<file path="config.mk">
export PLATFORM = sky130hd
export DESIGN_NAME = pooling_sequencer
export DESIGN_NICKNAME = d
export VERILOG_FILES = /design/src/rtl/pool_pkg.sv /design/src/rtl/pool_index_counter.sv /design/src/rtl/pooling_sequencer.sv
export SDC_FILE = /design/constraint.sdc
export NUM_CORES = 1
export LEC_CHECK = 0
export CORE_ASPECT_RATIO = 1.2
export CORE_MARGIN = 5
export CORE_UTILIZATION = 25
export CTS_BUF_LIST = sky130_fd_sc_hd__clkbuf_8
export CTS_CLUSTER_SIZE = 40
export DETAILED_ROUTE_END_ITERATION = 16
export SYNTH_ARGS = -nofsm -noshare
export SYNTH_HDL_FRONTEND = slang
export SYNTH_SLANG_ARGS = --single-unit
export TNS_END_PERCENT = 50
</file>
<file path="constraint.sdc">
create_clock -name clk -period 2.9 [get_ports clk]
set_input_delay 0.29 -clock clk [delete_from_list [all_inputs] [get_ports clk]]
set_output_delay 0.29 -clock clk [all_outputs]
set_load 0.01 [all_outputs]
</file>
<file path="src/rtl/pool_pkg.sv">
// Shared types and helpers for the pooling sequencer: FSM states, mode encodings
// and the configuration legality check applied when a job starts.
package pool_pkg;

  typedef enum logic [1:0] {
    IDLE  = 2'd0,
    RUN   = 2'd1,
    DRAIN = 2'd2
  } pool_state_e;

  localparam logic MODE_MAX = 1'b0;
  localparam logic MODE_AVG = 1'b1;

  // A zero kernel, stride, window count or channel count would never terminate the walk.
  function automatic logic cfg_legal(input logic [31:0] k, input logic [31:0] s,
                                     input logic [31:0] w, input logic [31:0] c);
    return (k != 32'd0) && (s != 32'd0) && (w != 32'd0) && (c != 32'd0);
  endfunction

endpackage

</file>
<file path="src/rtl/pool_index_counter.sv">
// Nested kx/ky/window/channel counter for the pooling walk. Flags describe the
// current (pre-advance) position; the counters step only on an accepted beat.
module pool_index_counter #(
  parameter int KDIM_W = 3,
  parameter int WIN_W  = 4,
  parameter int CH_W   = 5
) (
  input  logic              clk,
  input  logic              rst,
  input  logic              i_beat,
  input  logic              i_clear,
  input  logic [KDIM_W-1:0] i_kdim,
  input  logic [KDIM_W-1:0] i_stride,
  input  logic [WIN_W-1:0]  i_win,
  input  logic [CH_W-1:0]   i_ch,
  output logic [KDIM_W-1:0] o_kx,
  output logic [KDIM_W-1:0] o_ky,
  output logic [WIN_W-1:0]  o_win_idx,
  output logic [CH_W-1:0]   o_ch_idx,
  output logic              o_first,
  output logic              o_last,
  output logic              o_final
);

  logic [KDIM_W-1:0] r_kx, r_ky;
  logic [WIN_W-1:0]  r_win_idx;
  logic [CH_W-1:0]   r_ch_idx;
  logic [KDIM_W-1:0] w_kmax;
  logic              w_kx_end, w_ky_end, w_win_end, w_period_end;
  logic [WIN_W:0]    w_win_sum;

  assign w_kmax       = i_kdim - 1'b1;
  assign w_kx_end     = (r_kx == w_kmax);
  assign w_ky_end     = (r_ky == w_kmax);
  assign w_win_end    = w_kx_end & w_ky_end;
  // One extra bit so win_idx + S cannot wrap before the compare against W.
  assign w_win_sum    = {1'b0, r_win_idx} + (WIN_W+1)'(i_stride);
  assign w_period_end = w_win_end & (w_win_sum >= {1'b0, i_win});

  assign o_kx      = r_kx;
  assign o_ky      = r_ky;
  assign o_win_idx = r_win_idx;
  assign o_ch_idx  = r_ch_idx;
  assign o_first   = (r_kx == '0) & (r_ky == '0);
  assign o_last    = w_win_end;
  assign o_final   = w_period_end & (r_ch_idx == i_ch - 1'b1);

  always_ff @(posedge clk or posedge rst) begin
    if (rst) begin
      r_kx      <= '0;
      r_ky      <= '0;
      r_win_idx <= '0;
      r_ch_idx  <= '0;
    end else if (i_clear) begin
      r_kx      <= '0;
      r_ky      <= '0;
      r_win_idx <= '0;
      r_ch_idx  <= '0;
    end else if (i_beat) begin
      if (w_kx_end) begin
        r_kx <= '0;
        r_ky <= w_ky_end ? '0 : r_ky + 1'b1;
      end else begin
        r_kx <= r_kx + 1'b1;
      end
      if (w_win_end) begin
        if (w_period_end) begin
          r_win_idx <= '0;
          r_ch_idx  <= r_ch_idx + 1'b1;
        end else begin
          r_win_idx <= w_win_sum[WIN_W-1:0];
        end
      end
    end
  end

endmodule

</file>
<file path="src/rtl/pooling_sequencer.sv">
// Pooling window sequencer: latches a job configuration on start, walks the
// K x K windows per channel under valid/ready, and drives registered strobes.
module pooling_sequencer
  import pool_pkg::*;
#(
  parameter int COLS   = 4,
  parameter int KDIM_W = 3,
  parameter int WIN_W  = 4,
  parameter int CH_W   = 5
) (
  input  logic                clk,
  input  logic                rst,
  input  logic                cfg_en,
  input  logic [KDIM_W-1:0]   cfg_kdim,
  input  logic [KDIM_W-1:0]   cfg_stride,
  input  logic [WIN_W-1:0]    cfg_win,
  input  logic [CH_W-1:0]     cfg_ch,
  input  logic                cfg_mode,
  input  logic                start,
  input  logic                in_valid,
  output logic                in_ready,
  input  logic                out_ready,
  output logic [COLS-1:0]     pool_valid_o,
  output logic [COLS-1:0]     pool_first_o,
  output logic [COLS-1:0]     pool_last_o,
  output logic [KDIM_W-1:0]   kx_o,
  output logic [KDIM_W-1:0]   ky_o,
  output logic [WIN_W-1:0]    win_idx_o,
  output logic [CH_W-1:0]     ch_idx_o,
  output logic                mode_o,
  output logic [2*KDIM_W-1:0] div_o,
  output logic                busy,
  output logic                done,
  output logic                cfg_err
);

  pool_state_e       r_state, w_next;
  logic [KDIM_W-1:0] r_kdim, r_stride;
  logic [WIN_W-1:0]  r_win;
  logic [CH_W-1:0]   r_ch;
  logic              r_mode, r_cfg_err;
  logic [2*KDIM_W-1:0] r_div;
  logic              w_cfg_ok, w_accept, w_beat, w_clear;
  logic [KDIM_W-1:0] w_kx, w_ky;
  logic [WIN_W-1:0]  w_win_idx;
  logic [CH_W-1:0]   w_ch_idx;
  logic              w_first, w_last, w_final;

  assign w_cfg_ok = cfg_legal(32'(cfg_kdim), 32'(cfg_stride), 32'(cfg_win), 32'(cfg_ch));
  assign w_accept = (r_state == IDLE) & start & cfg_en & w_cfg_ok;
  assign in_ready = (r_state == RUN) & out_ready;
  // A handshake during the abort cycle is discarded so no strobe follows it.
  assign w_beat   = in_valid & in_ready & cfg_en;
  assign w_clear  = (r_state != RUN) | ~cfg_en;
  assign busy     = (r_state != IDLE);
  assign done     = (r_state == DRAIN) & cfg_en;
  assign cfg_err  = r_cfg_err;
  assign mode_o   = r_mode;
  assign div_o    = r_div;

  pool_index_counter #(
    .KDIM_W (KDIM_W),
    .WIN_W  (WIN_W),
    .CH_W   (CH_W)
  ) u_counter (
    .clk       (clk),
    .rst       (rst),
    .i_beat    (w_beat),
    .i_clear   (w_clear),
    .i_kdim    (r_kdim),
    .i_stride  (r_stride),
    .i_win     (r_win),
    .i_ch      (r_ch),
    .o_kx      (w_kx),
    .o_ky      (w_ky),
    .o_win_idx (w_win_idx),
    .o_ch_idx  (w_ch_idx),
    .o_first   (w_first),
    .o_last    (w_last),
    .o_final   (w_final)
  );

  always_comb begin
    w_next = r_state;
    if (!cfg_en) begin
      w_next = IDLE;
    end else begin
      case (r_state)
        IDLE:    if (w_accept) w_next = RUN;
        RUN:     if (w_beat && w_final) w_next = DRAIN;
        DRAIN:   w_next = IDLE;
        default: w_next = IDLE;
      endcase
    end
  end

  always_ff @(posedge clk or posedge rst) begin
    if (rst) begin
      r_state   <= IDLE;
      r_cfg_err <= 1'b0;
    end else begin
      r_state   <= w_next;
      r_cfg_err <= (r_state == IDLE) & start & cfg_en & ~w_cfg_ok;
    end
  end

  // Configuration is captured only when a job is accepted; later cfg_* edits are ignored.
  always_ff @(posedge clk or posedge rst) begin
    if (rst) begin
      r_kdim   <= '0;
      r_stride <= '0;
      r_win    <= '0;
      r_ch     <= '0;
      r_mode   <= MODE_MAX;
      r_div    <= '0;
    end else if (w_accept) begin
      r_kdim   <= cfg_kdim;
      r_stride <= cfg_stride;
      r_win    <= cfg_win;
      r_ch     <= cfg_ch;
      r_mode   <= cfg_mode;
      r_div    <= (2*KDIM_W)'(cfg_kdim) * (2*KDIM_W)'(cfg_kdim);
    end
  end

  always_ff @(posedge clk or posedge rst) begin
    if (rst) begin
      pool_valid_o <= '0;
      pool_first_o <= '0;
      pool_last_o  <= '0;
      kx_o         <= '0;
      ky_o         <= '0;
      win_idx_o    <= '0;
      ch_idx_o     <= '0;
    end else if (w_beat) begin
      pool_valid_o <= '1;
      pool_first_o <= {COLS{w_first}};
      pool_last_o  <= {COLS{w_last}};
      kx_o         <= w_kx;
      ky_o         <= w_ky;
      win_idx_o    <= w_win_idx;
      ch_idx_o     <= w_ch_idx;
    end else begin
      pool_valid_o <= '0;
      pool_first_o <= '0;
      pool_last_o  <= '0;
      kx_o         <= '0;
      ky_o         <= '0;
      win_idx_o    <= '0;
      ch_idx_o     <= '0;
    end
  end

endmodule

</file>
==> impl_metrics.tcl <==
set metrics [dict create \
    worstPathRequired_ps 3130 \
    diodes 0 \
    pwr-share-clk_pct 30.0 \
    r2r_end "u_counter.o_ch_idx[3]" \
    yosys_warnings 0 \
    critPathMaxFanout 16 \
    power_density_nw_per_um2 527 \
    finalSetupTns_ps 0 \
    die_h_um 128 \
    rr_worst_depth 9 \
    wire_per_inst_um 12.8 \
    vias_per_cell 4.31 \
    power.switching_mw 0.531 \
    globalRouteOverflowTotal 0 \
    combPwrFrac_pct 24.4 \
    h-tree-depth 2 \
    syn_area_sq_um 2890 \
    syn-num-nets 319 \
    ys.flop_type "dfrtp_1" \
    synth_top_area_cell "dfrtp_1" \
    run_status "finished, final reports clean" \
    async_reset_ff_share_pct 100 \
    vias 2107 \
    worst_slew_pin_slew_ps 789 \
    path_class "reg -> reg" \
    cp-endpoint "u_counter.o_ch_idx[3]" \
    r2r_start "u_counter.o_win_idx[0]" \
    nNetsFinal 370 \
    first_pass_iters 4 \
    cts.clk_slew.worst_paths_ps 100 \
    timing.final.crit_share_pct 92.4 \
    cts_tree "built" \
    grt_max_degree 39 \
    grt_util_met3_pct 2.52 \
    antenna_found_initial 0 \
    hold_viol 0 \
    grt_pass1_vias 2098 \
    die-area_sq_um 13800 \
    pwr-share-seq_pct 45.6 \
    finClkSkew_ps 7.34 \
    p_leak_nw 1.58 \
    setup_viol 0 \
    synth_edf_count 0 \
    yosys.cell_types.count 45 \
    synth_cells 281 \
    drv_cap 0 \
    initial_core_util_pct 25.3 \
    grt_util_met1_pct 12.6 \
    routabilityCongestion 0.778 \
    design.core.area_sq_um 11500 \
    drc_errors 0 \
    busiest_layer "met2" \
    area_growth_pct 28.8 \
    hpwl_um 4880 \
    cts_buffer_depth 2 \
    fin_crit_ps 2680 \
    avgSynthCellArea_sq_um 10.3 \
    timing.fmax_mhz 373 \
    swShare_pct 27.0 \
    clock_sinks 56 \
    ir_drop_uv 207 \
    synth_area_leaders "dfrtp_1 (48%), ha_1 (6.5%), xnor2_1 (3.9%)" \
    hp-class "in -> async" \
    cts_made_buffers 5 \
    p_int_mw 1.44 \
    rows 43 \
    met2_usage_pct 14.1 \
    yosysMostFrequentCell "dfrtp_1" \
    rsz0062_at_grt "no" \
    fin_ws_ps 221 \
    drt_iter0_markers 118 \
    final_util_pct 32.5 \
    worst_ep_arrival_time_ps 2910 \
    grt_usage_pct 9.20 \
    io_pins 60 \
    synth_common_cells "dfrtp_1 (56), inv_1 (25), nand2_1 (19)" \
    drive_above_1_share_pct 8.73 \
    cp-start-kind "flop" \
    die_w_um 108 \
    ys_seq_area_share_pct 48.4 \
    synth_top_area_share_pct 48.4 \
    grt_pass1_wl_um 10200 \
    cts_hold_buf 0 \
    relSlewSlack_pct 47.3 \
    preCtsSetupSlack_ps 163 \
    totalWireLength_um 6240 \
    cp-startpoint "u_counter.o_win_idx[0]" \
    ys_ff_latch 56 \
    rrSetupSlack_ps 220 \
    final_max_slew_viol_count 0 \
    ant_nets 0 \
    endpoint_kind "flop" \
    clkLatencyLatePin_ps 310 \
    portBuffers 58 \
    cts_root_buf "clkbuf_8" \
]
## power groups by stage
stage | combinational [mW] | clock [mW] | sequential, mW
2_1_floorplan | 0.332 | 0 | 0.911
3_3_place_gp | 0.473 | 0 | 0.912
3_5_place_dp | 0.485 | 0 | 0.914
4_1_cts | 0.488 | 0.612 | 0.899
5_1_grt | 0.538 | 0.642 | 0.908
6_report | 0.479 | 0.590 | 0.898
## registers in the layout, indices dropped and copies added, names as in the netlist, 2 cells and up
| name | flops |
|---|---|
| ch_idx_o | 5 |
| div_o | 4 |
| kx_o | 3 |
| ky_o | 3 |
| r_ch | 5 |
| r_kdim | 3 |
| r_state | 2 |
| r_stride | 3 |
| r_win | 4 |
| u_counter.o_ch_idx | 5 |
| u_counter.o_kx | 3 |
| u_counter.o_ky | 3 |
| u_counter.o_win_idx | 4 |
| win_idx_o | 4 |
## placed cells by master (no fill, tap or decap), types with 2 or more instances in the layout
master / synthesis / layout
nand3_1: 10 / 10
or3_1: 2 / 2
nand3b_1: 4 / 4
o21ai_0: 15 / 15
nor3b_1: 4 / 4
clkbuf_8: 0 / 5
inv_1: 25 / 24
ha_1: 15 / 15
mux2_2: 9 / 9
nand2_1: 19 / 19
bufinv_16: 0 / 2
nor3_1: 4 / 4
xnor2_1: 13 / 13
nor4_1: 3 / 2
dfrtp_1: 56 / 56
buf_4: 11 / 5
nor2b_1: 5 / 5
and3b_1: 4 / 4
or4_1: 4 / 4
o31ai_1: 8 / 8
and2_1: 12 / 12
a21o_1: 3 / 3
nor2_1: 13 / 13
a21oi_1: 13 / 13
clkdlybuf4s50_1: 0 / 58
## logic make-up after synthesis
logic type / count (synthesis) / share of synthesized area [%]
buffers and inverters: 44 / 7.22
multiplexers: 10 / 4.02
AND/OR/NAND/NOR: 91 / 17.6
AO/OA/AOI/OAI: 48 / 10.4
flip-flops: 56 / 48.4
other: 1 / 0.130
XOR/XNOR: 15 / 5.06
adder cells (fa/ha/maj): 16 / 7.18
## cell type report
cell class                 count  area, sq um
multi-input combinational    181         1290
clock buffer                   5         68.8
tap                          157          196
timing repair buffer          63          618
inverter                      25         93.8
sequential                    56         1400
clock inverter                 2         60.1
fill                        1165         7730
## worst max-delay path: stages, from the launching register on
cell     delay [ps]
dfrtp_1         390
ha_1            180
inv_1            60
fa_1            430
xnor2_1         210
ha_1            210
o21ai_0          90
o211a_2         350
or4_1           530
a21oi_1         160
## per-stage QoR
step	area, sq um	total power, mW	hold slack (ps)	cells
4_1_cts	3730	2.00	487	489
3_3_place_gp	3600	1.38	500	482
3_5_place_dp	3600	1.40	499	482
2_1_floorplan	2890	1.24	407	281
6_report	3730	1.97	455	489
5_1_grt	3730	2.09	540	489
## worst min path at each step
stage	to	slack [ps]	start
4_1_cts	kx_o[2]	490	rst
2_1_floorplan	r_ch[0]	410	cfg_ch[0]
6_report	ch_idx_o[0]	460	rst
3_3_place_gp	r_stride[0]	500	r_stride[0]
3_5_place_dp	mode_o	500	mode_o
5_1_grt	ch_idx_o[0]	540	rst
## repair_timing
| item | in CTS | in global routing |
|---|---|---|
| endpoints found under the setup margin | 0 | 3 |
| resized for setup | 0 | 1 |
| setup buffers | 0 | 0 |
## per-layer routing
| layer | vias up | share of wire (%) | wire [um] |
|---|---|---|---|
| met5 | - | 0 | 0 |
| met4 | 0 | 1.3 | 83 |
| met3 | 5 | 5.3 | 330 |
| met2 | 50 | 45 | 2820 |
| met1 | 1008 | 48 | 3010 |
| li1 | 1044 | - | - |
No activity file was read; power rests on OpenSTA's default activity.
